### src/rtl/alu_muldiv_seq_if.sv
// Control-unit and ALU-side signals of the multiply/divide sequencer.
// master: decoder/control plus the shared ALU; slave: the sequencer itself.
interface alu_muldiv_seq_if #(
  parameter int WIDTH = 8
);
  logic             i_start;
  logic             i_op;
  logic [WIDTH-1:0] i_x;
  logic [WIDTH-1:0] i_y;
  logic             o_busy;
  logic             o_done;
  logic [WIDTH-1:0] o_result_lo;
  logic [WIDTH-1:0] o_result_hi;
  logic             o_div_zero;
  logic [WIDTH-1:0] o_alu_a;
  logic [WIDTH-1:0] o_alu_b;
  logic             o_alu_sub;
  logic             o_alu_latch;
  logic [WIDTH-1:0] i_alu_data;
  logic             i_alu_carry;

  modport master (
    output i_start, i_op, i_x, i_y, i_alu_data, i_alu_carry,
    input  o_busy, o_done, o_result_lo, o_result_hi, o_div_zero,
           o_alu_a, o_alu_b, o_alu_sub, o_alu_latch
  );

  modport slave (
    input  i_start, i_op, i_x, i_y, i_alu_data, i_alu_carry,
    output o_busy, o_done, o_result_lo, o_result_hi, o_div_zero,
           o_alu_a, o_alu_b, o_alu_sub, o_alu_latch
  );
endinterface

### src/rtl/alu_muldiv_seq.sv
// Unsigned shift-add multiply / restoring divide, one ALU step per OP+SHIFT pair (2*WIDTH enabled edges).
// Start is only sampled in IDLE; mclk_en=0 freezes all state and outputs.
module alu_muldiv_seq #(
  parameter int WIDTH = 8
) (
  input logic              mclk,
  input logic              rst,
  input logic              mclk_en,
  alu_muldiv_seq_if.slave  bus
);
  localparam int CW = $clog2(WIDTH + 1);

  typedef enum logic [1:0] {
    S_IDLE,
    S_OP,
    S_SHIFT,
    S_DONE
  } state_t;

  state_t           state_q, state_d;
  logic [WIDTH-1:0] hi_q, hi_d;
  logic [WIDTH-1:0] lo_q, lo_d;
  logic [WIDTH-1:0] m_q, m_d;
  logic [WIDTH-1:0] tmp_q, tmp_d;
  logic             op_q, op_d;
  logic             ovf_q, ovf_d;
  logic             dz_q, dz_d;
  logic [CW-1:0]    cnt_q, cnt_d;

  logic [WIDTH-1:0] alu_a, alu_b;
  logic             alu_sub, alu_latch;

  always_ff @(posedge mclk or posedge rst) begin
    if (rst) begin
      state_q <= S_IDLE;
      hi_q    <= '0;
      lo_q    <= '0;
      m_q     <= '0;
      tmp_q   <= '0;
      op_q    <= 1'b0;
      ovf_q   <= 1'b0;
      dz_q    <= 1'b0;
      cnt_q   <= '0;
    end else if (mclk_en) begin
      state_q <= state_d;
      hi_q    <= hi_d;
      lo_q    <= lo_d;
      m_q     <= m_d;
      tmp_q   <= tmp_d;
      op_q    <= op_d;
      ovf_q   <= ovf_d;
      dz_q    <= dz_d;
      cnt_q   <= cnt_d;
    end
  end

  always_comb begin
    state_d   = state_q;
    hi_d      = hi_q;
    lo_d      = lo_q;
    m_d       = m_q;
    tmp_d     = tmp_q;
    op_d      = op_q;
    ovf_d     = ovf_q;
    dz_d      = dz_q;
    cnt_d     = cnt_q;
    alu_a     = '0;
    alu_b     = '0;
    alu_sub   = 1'b0;
    alu_latch = 1'b0;

    unique case (state_q)
      S_IDLE: begin
        if (bus.i_start) begin
          m_d     = bus.i_y;
          lo_d    = bus.i_x;
          hi_d    = '0;
          op_d    = bus.i_op;
          cnt_d   = CW'(WIDTH);
          dz_d    = 1'b0;
          state_d = S_OP;
          if (bus.i_op && (bus.i_y == '0)) begin
            lo_d    = '1;
            hi_d    = bus.i_x;
            dz_d    = 1'b1;
            state_d = S_DONE;
          end
        end
      end

      S_OP: begin
        alu_latch = 1'b1;
        tmp_d     = bus.i_alu_data;
        state_d   = S_SHIFT;
        if (op_q) begin
          // Trial subtract of the shifted partial remainder; its lost MSB is kept in ovf.
          alu_a   = {hi_q[WIDTH-2:0], lo_q[WIDTH-1]};
          alu_b   = m_q;
          alu_sub = 1'b1;
          ovf_d   = hi_q[WIDTH-1];
        end else begin
          alu_a = hi_q;
          alu_b = lo_q[0] ? m_q : '0;
        end
      end

      S_SHIFT: begin
        if (op_q) begin
          if (ovf_q || !bus.i_alu_carry) begin
            hi_d = tmp_q;
            lo_d = {lo_q[WIDTH-2:0], 1'b1};
          end else begin
            hi_d = {hi_q[WIDTH-2:0], lo_q[WIDTH-1]};
            lo_d = {lo_q[WIDTH-2:0], 1'b0};
          end
        end else begin
          {hi_d, lo_d} = {bus.i_alu_carry, tmp_q, lo_q[WIDTH-1:1]};
        end
        cnt_d   = cnt_q - CW'(1);
        state_d = (cnt_q == CW'(1)) ? S_DONE : S_OP;
      end

      S_DONE: state_d = S_IDLE;

      default: state_d = S_IDLE;
    endcase
  end

  assign bus.o_busy      = (state_q == S_OP) || (state_q == S_SHIFT);
  assign bus.o_done      = (state_q == S_DONE);
  assign bus.o_result_lo = lo_q;
  assign bus.o_result_hi = hi_q;
  assign bus.o_div_zero  = dz_q;
  assign bus.o_alu_a     = alu_a;
  assign bus.o_alu_b     = alu_b;
  assign bus.o_alu_sub   = alu_sub;
  assign bus.o_alu_latch = alu_latch;
endmodule

### src/flat_wrapper.sv
// flat-port wrapper written by rule: the top's interface ports become plain ports
module alu_muldiv_seq_flat 
#(
  parameter int WIDTH = 8
)
  (mclk, rst, mclk_en, bus_i_start, bus_i_op, bus_i_x, bus_i_y, bus_i_alu_data, bus_i_alu_carry, bus_o_busy, bus_o_done, bus_o_result_lo, bus_o_result_hi, bus_o_div_zero, bus_o_alu_a, bus_o_alu_b, bus_o_alu_sub, bus_o_alu_latch);
  alu_muldiv_seq_if #(.WIDTH(WIDTH)) bus_i ();
  input logic mclk;
  input logic rst;
  input logic mclk_en;
  input wire logic [$bits(bus_i.i_start)-1:0] bus_i_start;
  input wire logic [$bits(bus_i.i_op)-1:0] bus_i_op;
  input wire logic [$bits(bus_i.i_x)-1:0] bus_i_x;
  input wire logic [$bits(bus_i.i_y)-1:0] bus_i_y;
  input wire logic [$bits(bus_i.i_alu_data)-1:0] bus_i_alu_data;
  input wire logic [$bits(bus_i.i_alu_carry)-1:0] bus_i_alu_carry;
  output wire logic [$bits(bus_i.o_busy)-1:0] bus_o_busy;
  output wire logic [$bits(bus_i.o_done)-1:0] bus_o_done;
  output wire logic [$bits(bus_i.o_result_lo)-1:0] bus_o_result_lo;
  output wire logic [$bits(bus_i.o_result_hi)-1:0] bus_o_result_hi;
  output wire logic [$bits(bus_i.o_div_zero)-1:0] bus_o_div_zero;
  output wire logic [$bits(bus_i.o_alu_a)-1:0] bus_o_alu_a;
  output wire logic [$bits(bus_i.o_alu_b)-1:0] bus_o_alu_b;
  output wire logic [$bits(bus_i.o_alu_sub)-1:0] bus_o_alu_sub;
  output wire logic [$bits(bus_i.o_alu_latch)-1:0] bus_o_alu_latch;
  assign bus_i.i_start = bus_i_start;
  assign bus_i.i_op = bus_i_op;
  assign bus_i.i_x = bus_i_x;
  assign bus_i.i_y = bus_i_y;
  assign bus_i.i_alu_data = bus_i_alu_data;
  assign bus_i.i_alu_carry = bus_i_alu_carry;
  assign bus_o_busy = bus_i.o_busy;
  assign bus_o_done = bus_i.o_done;
  assign bus_o_result_lo = bus_i.o_result_lo;
  assign bus_o_result_hi = bus_i.o_result_hi;
  assign bus_o_div_zero = bus_i.o_div_zero;
  assign bus_o_alu_a = bus_i.o_alu_a;
  assign bus_o_alu_b = bus_i.o_alu_b;
  assign bus_o_alu_sub = bus_i.o_alu_sub;
  assign bus_o_alu_latch = bus_i.o_alu_latch;
  alu_muldiv_seq #(.WIDTH(WIDTH)) u_core (.mclk(mclk), .rst(rst), .mclk_en(mclk_en), .bus(bus_i));
endmodule
### config.mk
export PLATFORM = sky130hd
export DESIGN_NAME = alu_muldiv_seq_flat
export DESIGN_NICKNAME = d
export VERILOG_FILES = /design/src/rtl/alu_muldiv_seq_if.sv /design/src/rtl/alu_muldiv_seq.sv /design/src/flat_wrapper.sv
export SDC_FILE = /design/constraint.sdc
export NUM_CORES = 1
export LEC_CHECK = 0
export BUFFER_PORTS_ARGS = -buffer_cell sky130_fd_sc_hd__buf_2
export CAP_MARGIN = 10
export CORE_MARGIN = 1.5
export CORE_UTILIZATION = 35
export DETAILED_ROUTE_END_ITERATION = 10
export HOLD_SLACK_MARGIN = 0.06
export PLACE_DENSITY_LB_ADDON = 0.12
export SLEW_MARGIN = 20
export SYNTH_ARGS = -nofsm -noshare
export SYNTH_HDL_FRONTEND = slang
export SYNTH_SLANG_ARGS = --single-unit
### constraint.sdc
create_clock -name mclk -period 1.55 [get_ports mclk]
set_input_delay 0.0775 -clock mclk [delete_from_list [all_inputs] [get_ports mclk]]
set_output_delay 0.0775 -clock mclk [all_outputs]
set_load 0.03 [all_outputs]
==> results of run 1 <==
==> cell families after synthesis <==
group | Yosys count | synth area share
multiplexers | 29 | 0.1231
AND/OR/NAND/NOR | 58 | 0.1685
buffers and inverters | 34 | 0.06595
AO/OA/AOI/OAI | 78 | 0.2125
adder cells (fa/ha/maj) | 6 | 0.02931
flip-flops | 41 | 0.4006
==> through the flow <==
step / hold WS (ns) / utilization / setup WS (ns) / cell area (µm²)
2_1_floorplan: 0.2280 / - / -0.002554 / 2581
3_3_place_gp: 0.2470 / 0.4417 / -0.1215 / 3169
3_5_place_dp: 0.2458 / 0.4417 / -0.1484 / 3169
4_1_cts: 0.06014 / 0.5015 / -0.06131 / 3598
5_1_grt: 0.06129 / 0.5102 / -0.1359 / 3661
6_report: 0.06987 / 0.5102 / -0.09355 / 3661
==> flip-flops by register name (all words and copies together), names as in the netlist <==
signal / cells
u_core.op_q: 1
u_core.bus.o_result_hi: 8
u_core.m_q: 8
u_core.bus.o_result_lo: 8
u_core.bus.o_div_zero: 1
u_core.cnt_q: 4
u_core.tmp_q: 8
u_core.ovf_q: 1
u_core.state_q: 2
==> metal layers <==
| layer | part of all wire | wire [µm] | vias to the layer above |
|---|---|---|---|
| li1 | - | - | 1127 |
| met1 | 0.48 | 3411 | 1139 |
| met2 | 0.45 | 3244 | 76 |
| met3 | 0.064 | 456 | 7 |
| met4 | 0.0079 | 57 | 0 |
| met5 | 0 | 0 | - |
==> repair_timing <==
action                                  CTS  global route
endpoints found under the setup margin   48            57
hold buffers                             12             1
hold endpoints to repair                 52             1
resized for setup                        63            13
setup buffers                             2             1
pin swaps                                 8             5
gates cloned                              0             1
==> Yosys cell counts, types with 8 or more instances <==
library cell / number / share of area
nor4bb_1: 8 / 0.031
inv_1: 16 / 0.023
o21ai_0: 18 / 0.035
o31ai_1: 10 / 0.029
nor2b_1: 16 / 0.039
a21oi_1: 9 / 0.018
a31oi_1: 9 / 0.022
and2_1: 9 / 0.022
dfrtp_1: 41 / 0.40
mux2i_1: 9 / 0.035
mux2_2: 20 / 0.088
nand4_1: 8 / 0.020
==> layout by cell type, fill, tap and decap left out, drive strengths merged, types with 2 or more instances in the layout <==
cell type and count:
and2 9, mux2 20, nor4bb 8, nor2 2, nand3 3, nor3 2
buf 93, a21oi 9, nor2b 16, a311o 7, nand4 8, ha 6
o21a 2, clkbuf 8, mux2i 9, a21boi 2, nand2b 3, o21ai 19
dlygate4sd3 13, inv 16, o221ai 2, a311oi 7, o31ai 10, a31oi 9
dfrtp 41, a211oi 7, nand2 3
==> report_power, final <==
| group | leakage (nW) | internal [mW] | switching (mW) | total, mW |
|---|---|---|---|---|
| registers | 0.495 | 1.59 | 0.509 | 2.10 |
| clock network | 0.0395 | 0.320 | 0.363 | 0.683 |
| logic | 1.07 | 2.29 | 2.69 | 4.98 |
| total | 1.60 | 4.20 | 3.56 | 7.76 |
==> how the worst max path moves through the flow <==
stage | start | to | slack (ns)
2_1_floorplan | u_core.state_q[1] | u_core.tmp_q[0] | -0.003
3_3_place_gp | u_core.state_q[1] | u_core.bus.o_result_hi[0] | -0.12
3_5_place_dp | u_core.state_q[1] | u_core.bus.o_result_hi[0] | -0.15
4_1_cts | u_core.state_q[1] | bus_o_alu_b[2] | -0.06
5_1_grt | u_core.state_q[0] | u_core.bus.o_result_hi[0] | -0.14
6_report | u_core.state_q[1] | u_core.bus.o_result_hi[0] | -0.09
==> cell type report <==
class | count | area [µm²] | area share
clock buffer | 8 | 80.08 | 0.02187
inverter | 16 | 60.06 | 0.01640
multi-input combinational | 171 | 1540 | 0.4207
sequential | 41 | 1026 | 0.2802
tap | 99 | 123.9 | 0.03383
timing repair buffer | 106 | 830.8 | 0.2269
==> worst max-delay path: cells and delay by family (launching register included) <==
family | cells | cell delay [ns]
compound gates | 2 | 0.23
fa+ha+maj | 1 | 0.22
buf+inv | 2 | 0.31
flops | 1 | 0.43
mux | 1 | 0.31
==> summary.txt, run 1 <==
Place
  • HPWL after DPL: 5060 µm
  • Placed cell count: approximately 420
  • Port buffer count: 66
  • Gpl congestion: 0.7915

Yosys
  • Yosys cell types: 42
  • Main synth FF type: dfrtp_1
  • Number of synthesized flops with an enable pin: 0
  • Yosys warning total: 0
  • Syn Nets: 282
  • Register bit total from synthesis: 41
  • Synthesized area: approximately 2600 µm²
  • Register area share after synthesis: 0.4006
  • Synth Area per Inst: 10.41 µm²
  • Cells after Synth: approximately 250
  • Ys async rst share: 1.000

Status
  • Violated checks: setup timing
  • Outcome: complete, but fails checks

Setup path
  • CP Capture Type: register
  • Crit path top cell by count: buf_12
  • Crit path max-delay cell type: dfrtp_1
  • Critical path cell sequence: ha_2 > buf_12 > mux2_4 > buf_12 > a21oi_1 > a31oi_2
  • Internal reg-to-reg setup slack: -0.09 ns
  • CP peak stage delay: between 0.4 and 0.5 ns
  • Worst reg2reg path depth: 6
  • Setup crit start kind: register
  • Max FO, Critical Path: 19
  • Setup CP Type: reg2reg
  • Crit path required time: 1.71 ns
  • Arr. time, crit path: 1.80 ns
  • R2r endpoint: u_core.bus.o_result_hi[0]
  • FF-to-FF Start: u_core.state_q[1]

Final layout
  • ANT cells: 0
  • Share of layout cells above drive strength 1: 0.4561
  • Fill count: between 600 and 700
  • Final Net Count: between 300 and 400
  • Area growth from synthesis to layout: 42.94%
  • Finished Layout Cells: roughly 440

Detailed routing
  • Routed via count: between 2000 and 2500
  • 1st-pass router iterations: 4
  • Initial DRC count: 150
  • Post-Route WL: 7170 µm
  • Avg Vias per Cell: approximately 5.3
  • Post-route DRC: 0
  • DR WL/cell: between 15 and 20 µm
  • Antenna-violating nets left: 0

STA
  • Final Critical Period: roughly 1.6 ns
  • Worst Max-Slew Pin Slew: approximately 0.54 ns
  • Skew final: slightly above 0.008 ns
  • PnR worst setup slack: -0.09355 ns
  • Unrepaired setup endpoints after global routing: yes
  • Setup TNS: -0.9823 ns
  • Peak Freq: approximately 0.61 GHz
  • Slew Limit Fails: 0
  • Period utilisation layout: 1.060
  • Final setup vio count: 22
  • Max_slew headroom: 0.6382
  • Hold Vio Cnt, Final: 0

Power and ir drop
  • Total Power: just under 8 mW
  • LEAKAGE: 1.601 nW
  • PwrDens: 2121 nW/µm²
  • Worst VDD drop: roughly 0.84 mV

Global route
  • Grt met2 use: 0.2998
  • Largest net degree at the start of global routing: between 40 and 50
  • Number of global-route vias before repair: approximately 2300
  • GR peak layer: met2
  • Global-route wire length before repair: 11500 µm
  • Initial antenna violation count: 0
  • Grt ovf: 0
  • Met1 GRT Util: 0.2764
  • Gr usage total: 0.1938
  • Met3 usage: 0.04664

Clock tree
  • Clock buffer depth: 2
  • H-tree Lvls: 2
  • CTS Root Buffer Type: clkbuf_8
  • Inserted Clock Buffers: 5
  • Worst-skew pair later-pin latency: ~0.30 ns
  • CTS tree: built
  • Worst-path clk slew: 0.08 ns
  • CTS sink count: about 40

Floorplanning
  • Die Y: 88.55 µm
  • Die Wd: ~90 µm
  • FP Rows: 31
  • Initial Utilization: 0.3569
  • Die footprint: around 7800 µm²
  • Core area: ~7200 µm²
  • IO Pins: 67

Hold path
  • Worst min-delay path class: in2reg
  • Hold Crit Start: bus_i_y[7]
  • Worst Hold Endpoint: u_core.m_q[7]
  • Hold Path Depth: 2

Run
  • MaxCap Viol Count: 0
No activity file was read; power rests on OpenSTA's default activity.
==> inputs of run 2 (changes only) <==
--- a/config.mk
+++ b/config.mk
@@ -5,6 +5,7 @@
 export SDC_FILE = /design/constraint.sdc
 export NUM_CORES = 1
 export LEC_CHECK = 0
+export ABC_AREA = 1
 export BUFFER_PORTS_ARGS = -buffer_cell sky130_fd_sc_hd__buf_2
 export CAP_MARGIN = 10
 export CORE_MARGIN = 1.5
@@ -12,6 +13,7 @@
 export DETAILED_ROUTE_END_ITERATION = 10
 export HOLD_SLACK_MARGIN = 0.06
 export PLACE_DENSITY_LB_ADDON = 0.12
+export SKIP_LAST_GASP = 1
 export SLEW_MARGIN = 20
 export SYNTH_ARGS = -nofsm -noshare
 export SYNTH_HDL_FRONTEND = slang
==> run 2 against run 1 <==
- the run still ends with setup timing left
- non-clock buffer count rose by 3
- critical path depth rose by 1
- final area decreased by 1.8%
- synthesized area decreased by 2.5%
- global-route usage grew 0.94 points
- clock skew shrank 0.0020 ns
- largest power group unchanged
==> summary.txt, run 2 <==
Clock tree
  • CTS sink count: 41 (unchanged)
  • Worst-skew pair later-pin latency: 0.29 ns (about the same)
  • Clock buffer depth: 2 (unchanged)
  • CTS tree: built
  • CTS Root Buffer Type: clkbuf_8
  • H-tree Lvls: 2 (unchanged)
  • Worst-path clk slew: 0.08 ns (about the same)
  • Inserted Clock Buffers: 5 (unchanged)

Power and ir drop
  • Total Power: 7.411 mW (-4.5%)
  • LEAKAGE: 1.809 nW (+13%)
  • PwrDens: 2062 nW/µm² (-2.7%)
  • Worst VDD drop: 0.7550 mV (-11%)

Yosys
  • Register area share after synthesis: 0.4108 (+0.01024)
  • Synth top cells by count: nand2_1, nor2_1, inv_1
  • Simple-gate share of the synthesized area: 0.2966 (+0.1281)
  • Count leader, synth: nand2_1
  • Synth area leaders: dfrtp_1, nand2_1, nor2_1
  • Number of synthesized flops with an enable pin: 0 (unchanged)
  • Cells after Synth: 359 (+46%)
  • Adder-Cell Fraction of Synth Area: 0.03006 (+0.0007489)
  • Leading area contributor after synthesis: dfrtp_1
  • Yosys cell types: 26 (-38%)
  • Yosys warning total: 0 (unchanged)
  • Main synth FF type: dfrtp_1
  • Register bit total from synthesis: 41 (unchanged)
  • Compound-gate portion of the synthesized area: 0.1483 (-0.06421)
  • Synth Area per Inst: 6.957 µm² (-33%)
  • Synth Area in XOR/XNOR: 0.003507 (+0.003507)
  • Synthesized area: 2497 µm² (-2.5%)
  • Synth top area share: 0.4108 (+0.01024)
  • Largest family of logic cells by synthesized area: simple AND/OR/NAND/NOR gates
  • Mux cell area share after synthesis: 0 (-0.1231)
  • Syn Nets: 395 (+40%)
  • Ys async rst share: 1.000 (unchanged)

Status
  • Outcome: complete, but fails checks
  • Violated checks: setup timing

Place
  • Port buffer count: 66 (unchanged)
  • Placed Area: 3064 µm² (-3.3%)
  • HPWL after DPL: 5213 µm (+3.0%)
  • Gpl congestion: 0.8712 (+10%)

Final layout
  • ANT cells: 0 (unchanged)
  • Most frequent cells in the layout: nand2_1, buf_2, inv_1
  • Commonest non-fill, non-tap cell in the layout: nand2_1
  • Final instance area: 3593 µm² (-1.8%)
  • Fill count: 729 (+6.7%)
  • Area growth from synthesis to layout: 43.89%
  • Final Util: 0.5260 (+0.01581)
  • Final Net Count: 498 (+32%)
  • Share of layout cells above drive strength 1: 0.2851 (-0.1710)

STA
  • Period utilisation layout: 1.016 (-0.04444)
  • Hold Vio Cnt, Final: 0 (unchanged)
  • Worst Max-Slew Pin Slew: 0.5155 ns (-0.02717 ns)
  • Slew Limit Fails: 0 (unchanged)
  • Peak Freq: 0.6351 GHz (+4.4%)
  • Unrepaired setup endpoints after global routing: yes
  • Max_slew headroom: 0.6563 (+0.01811)
  • PnR worst setup slack: -0.02467 ns (+0.06888 ns)
  • Final Critical Period: 1.575 ns (-0.06888 ns)
  • Final setup vio count: 10 (-55%)
  • Skew final: 0.006271 ns (-0.002007 ns)

Detailed routing
  • Post-route DRC: 0 (unchanged)
  • Routed via count: 2635 (+12%)
  • Avg Vias per Cell: 4.714 (-12%)
  • 1st-pass router iterations: 4 (unchanged)
  • Initial DRC count: 157 (+4.7%)
  • Antenna-violating nets left: 0 (unchanged)
  • Post-Route WL: 7402 µm (+3.2%)
  • DR WL/cell: 13.24 µm (-19%)

Global route
  • Initial antenna violation count: 0 (unchanged)
  • Global-route wire length before repair: 12120 µm (+5.4%)
  • Largest net degree at the start of global routing: 42 (unchanged)
  • Grt ovf: 0 (unchanged)
  • Number of global-route vias before repair: 2548 (+12%)
  • Gr usage total: 0.2032 (+0.009372)

Setup path
  • Arr. time, crit path: 1.50 ns (-0.30 ns)
  • Setup CP Type: reg2out
  • CP Capture Type: output port
  • Crit path required time: 1.47 ns (-0.24 ns)
  • Setup crit start kind: register
  • Max FO, Critical Path: 8 (-11)

Floorplanning
  • Die footprint: 7651 µm² (-2.4%)
  • Die Y: 87.47 µm (-1.2%)
  • Core area: 6832 µm² (-4.8%)
  • Die Wd: 87.47 µm (-1.2%)
  • Initial Utilization: 0.3656 (+0.008637)
  • IO Pins: 67 (unchanged)
  • FP Rows: 30 (-3.2%)

Hold path
  • Worst min-delay path class: in2reg

Run
  • MaxCap Viol Count: 0 (unchanged)
run 2: cell types whose count changed after synthesis, sizes merged, moves of 12 or more:
cell   delta
nor2     +55
nand2    +96
nand3    +17
a21oi    +12
mux2     -20
o21ai    +21
inv      +33
nor2b    -16
run 2: what timing repair did:
action | 4_1_cts | 5_1_grt
hold buffers | 18 | 0
setup endpoints to repair | 22 | 36
endpoints found under the hold margin | 58 | 0
pin swaps | 1 | 1
gates resized for setup | 32 | 26
cloned | 0 | 2
buffers inserted | 3 | 3
run 2: layout make-up:
| cell class | instances | area [µm²] | share of cell area |
|---|---|---|---|
| flip-flops and latches | 41 | 1027 | 0.2859 |
| well taps | 96 | 120.1 | 0.03343 |
| clock inverters | 1 | 30.03 | 0.008357 |
| repair buffers | 109 | 848.3 | 0.2361 |
| repair inverters | 1 | 8.758 | 0.002437 |
| multi-input cells | 255 | 1281 | 0.3565 |
| clock buffers | 7 | 86.33 | 0.02403 |
| inverters | 49 | 191.4 | 0.05327 |
run 2: kinds of logic after synthesis:
group	Yosys count
simple gates	181
compound gates	67
buf+inv	63
flops	41
fa+ha+maj	6
xor+xnor	1
run 2: critical path: stages, from the launching register on:
cell and delay [ns]:
dfrtp_1 0.39, inv_2 0.07, buf_6 0.10, ha_4 0.14
buf_12 0.12, o21ai_4 0.12, nor2_2 0.13, buf_6 0.14
run 2: metrics by stage:
stage | hold slack [ns] | setup slack [ns] | instances | TNS, ns
6_report | 0.1332 | -0.02467 | 559 | -0.1364
5_1_grt | 0.2054 | -0.1042 | 559 | -2.033
4_1_cts | 0.1300 | -0.02782 | 554 | -0.2923
3_5_place_dp | 0.2531 | -0.008512 | 525 | -0.009459
3_3_place_gp | 0.2390 | 0.02146 | 525 | 0
2_1_floorplan | 0.1985 | 0.04450 | 359 | 0
run 2: per-layer routing:
metal | global-route usage | routed length [µm] | part of all wire | vias up
met5 | 0 | 0 | 0 | -
met3 | 0.03128 | 364 | 0.049 | 7
met1 | 0.2694 | 3381 | 0.46 | 1237
li1 | - | - | - | 1328
met4 | 0.04473 | 69 | 0.0093 | 0
met2 | 0.3490 | 3586 | 0.48 | 63
run 2: final timing paths:
kind,from,end,slack (ns),cells past startpoint
max,u_core.state_q[1],bus_o_alu_b[2],-0.02,7
min,bus_i_x[0],u_core.bus.o_result_lo[0],0.13,5
max reg2reg,u_core.state_q[0],u_core.bus.o_result_lo[7],-0.01,8
min reg2reg,u_core.bus.o_div_zero,u_core.bus.o_div_zero,0.50,2
max in group asynchronous,rst,u_core.op_q,0.72,4
min in group asynchronous,rst,u_core.tmp_q[3],0.45,4
run 2: power by group:
group          internal [mW]  switching, mW
Clock                  0.526          0.381
Sequential              1.59          0.414
Combinational           1.68           2.82
==> inputs of run 3 (changes only) <==
--- a/config.mk
+++ b/config.mk
@@ -13,6 +13,7 @@
 export DETAILED_ROUTE_END_ITERATION = 10
 export HOLD_SLACK_MARGIN = 0.06
 export PLACE_DENSITY_LB_ADDON = 0.12
+export SETUP_SLACK_MARGIN = 0.1
 export SKIP_LAST_GASP = 1
 export SLEW_MARGIN = 20
 export SYNTH_ARGS = -nofsm -noshare
==> run 3 against run 2 <==
- die area did not move
- clock power fell by 0.4%
- critical endpoint is now u_core.bus.o_result_lo[1]
- total power rose by 7.5%
- core utilization rose by 3.1 points
- the flow still finishes with violations (setup timing)
==> summary.txt, run 3 (synthesized netlist as in run 2, its figures left out) <==
Setup path
  • Crit path max-delay cell type: dfrtp_1
  • Buf/Inv on CP: 5 (+1)
  • Setup crit start kind: register
  • Critical path cell sequence: inv_2 > buf_12 > ha_4 > inv_4 > nor2_4 > nor2_4 > o21ai_4 > buf_12 > buf_12 > nor2_4 > a21oi_2
  • Max FO, Critical Path: 5 (-3)
  • CP Capture Type: register
  • Arr. time, crit path: 1.82 ns (+0.32 ns)
  • CP peak stage delay: 0.39 ns (about the same)
  • Crit path required time: 1.73 ns (+0.26 ns)
  • Crit-path leading delay family: buffers and inverters
  • Internal reg-to-reg setup slack: -0.09 ns (-0.08 ns)
  • Setup CP Type: reg2reg

Power and ir drop
  • Clk network pwr share: 0.113 (-0.009)
  • Switching power: 3.881 mW (+7.3%)
  • Sequential Power Share: 0.254 (-0.016)
  • Worst VDD drop: 1.175 mV (+56%)
  • PwrDens: 2093 nW/µm² (+1.5%)
  • Total Power: 7.968 mW (+7.5%)
  • Combinational fraction of design power: 0.633 (+0.025)
  • Pint: 4.087 mW (+7.7%)
  • Switching part of the total power: 0.4871 (-0.0007325)
  • LEAKAGE: 1.867 nW (+3.2%)

Global route
  • Largest net degree at the start of global routing: 42 (unchanged)
  • Number of global-route vias before repair: 2560 (+0.47%)
  • Initial antenna violation count: 0 (unchanged)
  • Global-route wire length before repair: 12280 µm (+1.3%)
  • Grt ovf: 0 (unchanged)
  • Gr usage total: 0.2063 (+0.003111)

Final layout
  • Commonest non-fill, non-tap cell in the layout: nand2_1
  • Finished Layout Cells: 564 (+0.89%)
  • Final instance area: 3807 µm² (+6.0%)
  • Area growth from synthesis to layout: 52.45%
  • ANT cells: 0 (unchanged)
  • Share of layout cells above drive strength 1: 0.3526 (+0.06747)
  • Fill count: 669 (-8.2%)
  • Most frequent cells in the layout: nand2_1, buf_2, inv_1
  • Final Net Count: 503 (+1.0%)
  • Final Util: 0.5573 (+0.03132)

Floorplanning
  • Die footprint: 7651 µm² (unchanged)
  • IO Pins: 67 (unchanged)
  • Core area: 6832 µm² (unchanged)
  • FP Rows: 30 (unchanged)
  • Die Y: 87.47 µm (unchanged)
  • Die Wd: 87.47 µm (unchanged)
  • Initial Utilization: 0.3656 (unchanged)

STA
  • Max_slew headroom: 0.6305 (-0.02583)
  • Period utilisation layout: 1.058 (+0.04200)
  • WHS: 0.1260 ns (-0.007159 ns)
  • Worst Max-Slew Pin Slew: 0.5542 ns (+0.03874 ns)
  • Unrepaired setup endpoints after global routing: yes
  • PnR worst setup slack: -0.08977 ns (-0.06510 ns)
  • Slew Limit Fails: 0 (unchanged)
  • Hold Vio Cnt, Final: 0 (unchanged)
  • Final setup vio count: 27 (+17)
  • Peak Freq: 0.6098 GHz (-4.0%)
  • Final Critical Period: 1.640 ns (+0.06510 ns)
  • Skew final: 0.01125 ns (+0.004980 ns)

Clock tree
  • Worst-path clk slew: 0.08 ns (about the same)
  • Clock buffer depth: 2 (unchanged)
  • CTS sink count: 41 (unchanged)
  • Inserted Clock Buffers: 5 (unchanged)
  • CTS tree: built
  • CTS Root Buffer Type: clkbuf_8
  • Worst-skew pair later-pin latency: 0.29 ns (about the same)
  • H-tree Lvls: 2 (unchanged)

Detailed routing
  • Antenna-violating nets left: 0 (unchanged)
  • Avg Vias per Cell: 4.716 (about the same)
  • 1st-pass router iterations: 5 (+1)
  • Initial DRC count: 128 (-18%)
  • Post-route DRC: 0 (unchanged)
  • DR WL/cell: 13.26 µm (+0.13%)
  • Post-Route WL: 7478 µm (+1.0%)
  • Routed via count: 2660 (+0.95%)

Place
  • Port buffer count: 66 (unchanged)
  • Placed Area: 3079 µm² (+0.49%)
  • Gpl congestion: 0.7878 (-9.6%)
  • Placed cell count: 526 (+0.19%)
  • HPWL after DPL: 5195 µm (-0.34%)

Status
  • Outcome: complete, but fails checks
  • Violated checks: setup timing

Run
  • MaxCap Viol Count: 0 (unchanged)

Hold path
  • Worst min-delay path class: in2reg
[run 3: cell count changes in the layout (fill, tap and decap cells not counted), moves of 4 or more]
| cell | before | now |
|---|---|---|
| inv_1 | 46 | 41 |
| nand2_1 | 98 | 93 |
| nor2_1 | 42 | 38 |
| a21oi_2 | 4 | 14 |
| buf_6 | 16 | 27 |
| buf_4 | 21 | 16 |
| nand2_2 | 1 | 5 |
| a21oi_1 | 17 | 7 |
[run 3: routing by layer]
metal  GRT usage  part of all wire  vias up
li1            -                 -     1345
met1      0.2827              0.47     1254
met2      0.3441              0.49       55
met3     0.03412             0.035        6
met4     0.04040            0.0078        0
met5           0                 0        -
[run 3: timing repair]
item                                    CTS  global route
pin swaps                                 5            18
setup buffers                             7             2
endpoints found under the setup margin   36            56
resized for setup                        55            47
hold endpoints to repair                 58             0
cloned                                    2             1
hold buffers                             18             0
[run 3: layout make-up]
cell class              instances  area (µm²)  area share
multi-input cells             255        1396      0.3667
flip-flops and latches         41        1027      0.2698
repair buffers                113       924.6      0.2429
inverters                      49       202.7     0.05324
well taps                      96       120.1     0.03155
clock buffers                   7       86.33     0.02268
clock inverters                 1       30.03    0.007887
repair inverters                2       20.02    0.005258
[run 3: worst register-to-register path, delay by kind of cell (launching register included)]
family	cells	cell delay, ns
AOI/OAI and AO/OA	2	0.14
DFF	1	0.39
buffers and inverters	5	0.58
and+or+nand+nor	3	0.27
adders and majority gates	1	0.17
[run 3: power by group through the flow]
stage	clock network, mW	registers, mW	logic [mW]
2_1_floorplan	0	2.30	2.55
3_3_place_gp	0	2.00	3.97
3_5_place_dp	0	2.01	4.01
4_1_cts	0.938	2.00	4.62
5_1_grt	0.982	2.08	5.50
6_report	0.903	2.02	5.04
[run 3: path summary, 6_finish.rpt]
kind,start,endpoint,cells after the start
worst max-delay path,u_core.state_q[1],u_core.bus.o_result_lo[1],11
worst min-delay path,bus_i_x[0],u_core.bus.o_result_lo[0],5
worst max register to register,u_core.state_q[1],u_core.bus.o_result_lo[1],11
worst min register to register,u_core.cnt_q[3],u_core.cnt_q[3],2
max in group asynchronous,rst,u_core.op_q,4
min in group asynchronous,rst,u_core.bus.o_result_lo[1],4
[run 3: metrics by stage]
| stage | TNS (ns) | setup slack (ns) |
|---|---|---|
| after floorplan | 0 | 0.06691 |
| after global placement | 0 | 0.06056 |
| after detailed placement | 0 | 0.01499 |
| after CTS | -0.3718 | -0.05338 |
| after global routing | -3.428 | -0.1474 |
| final | -1.014 | -0.08977 |
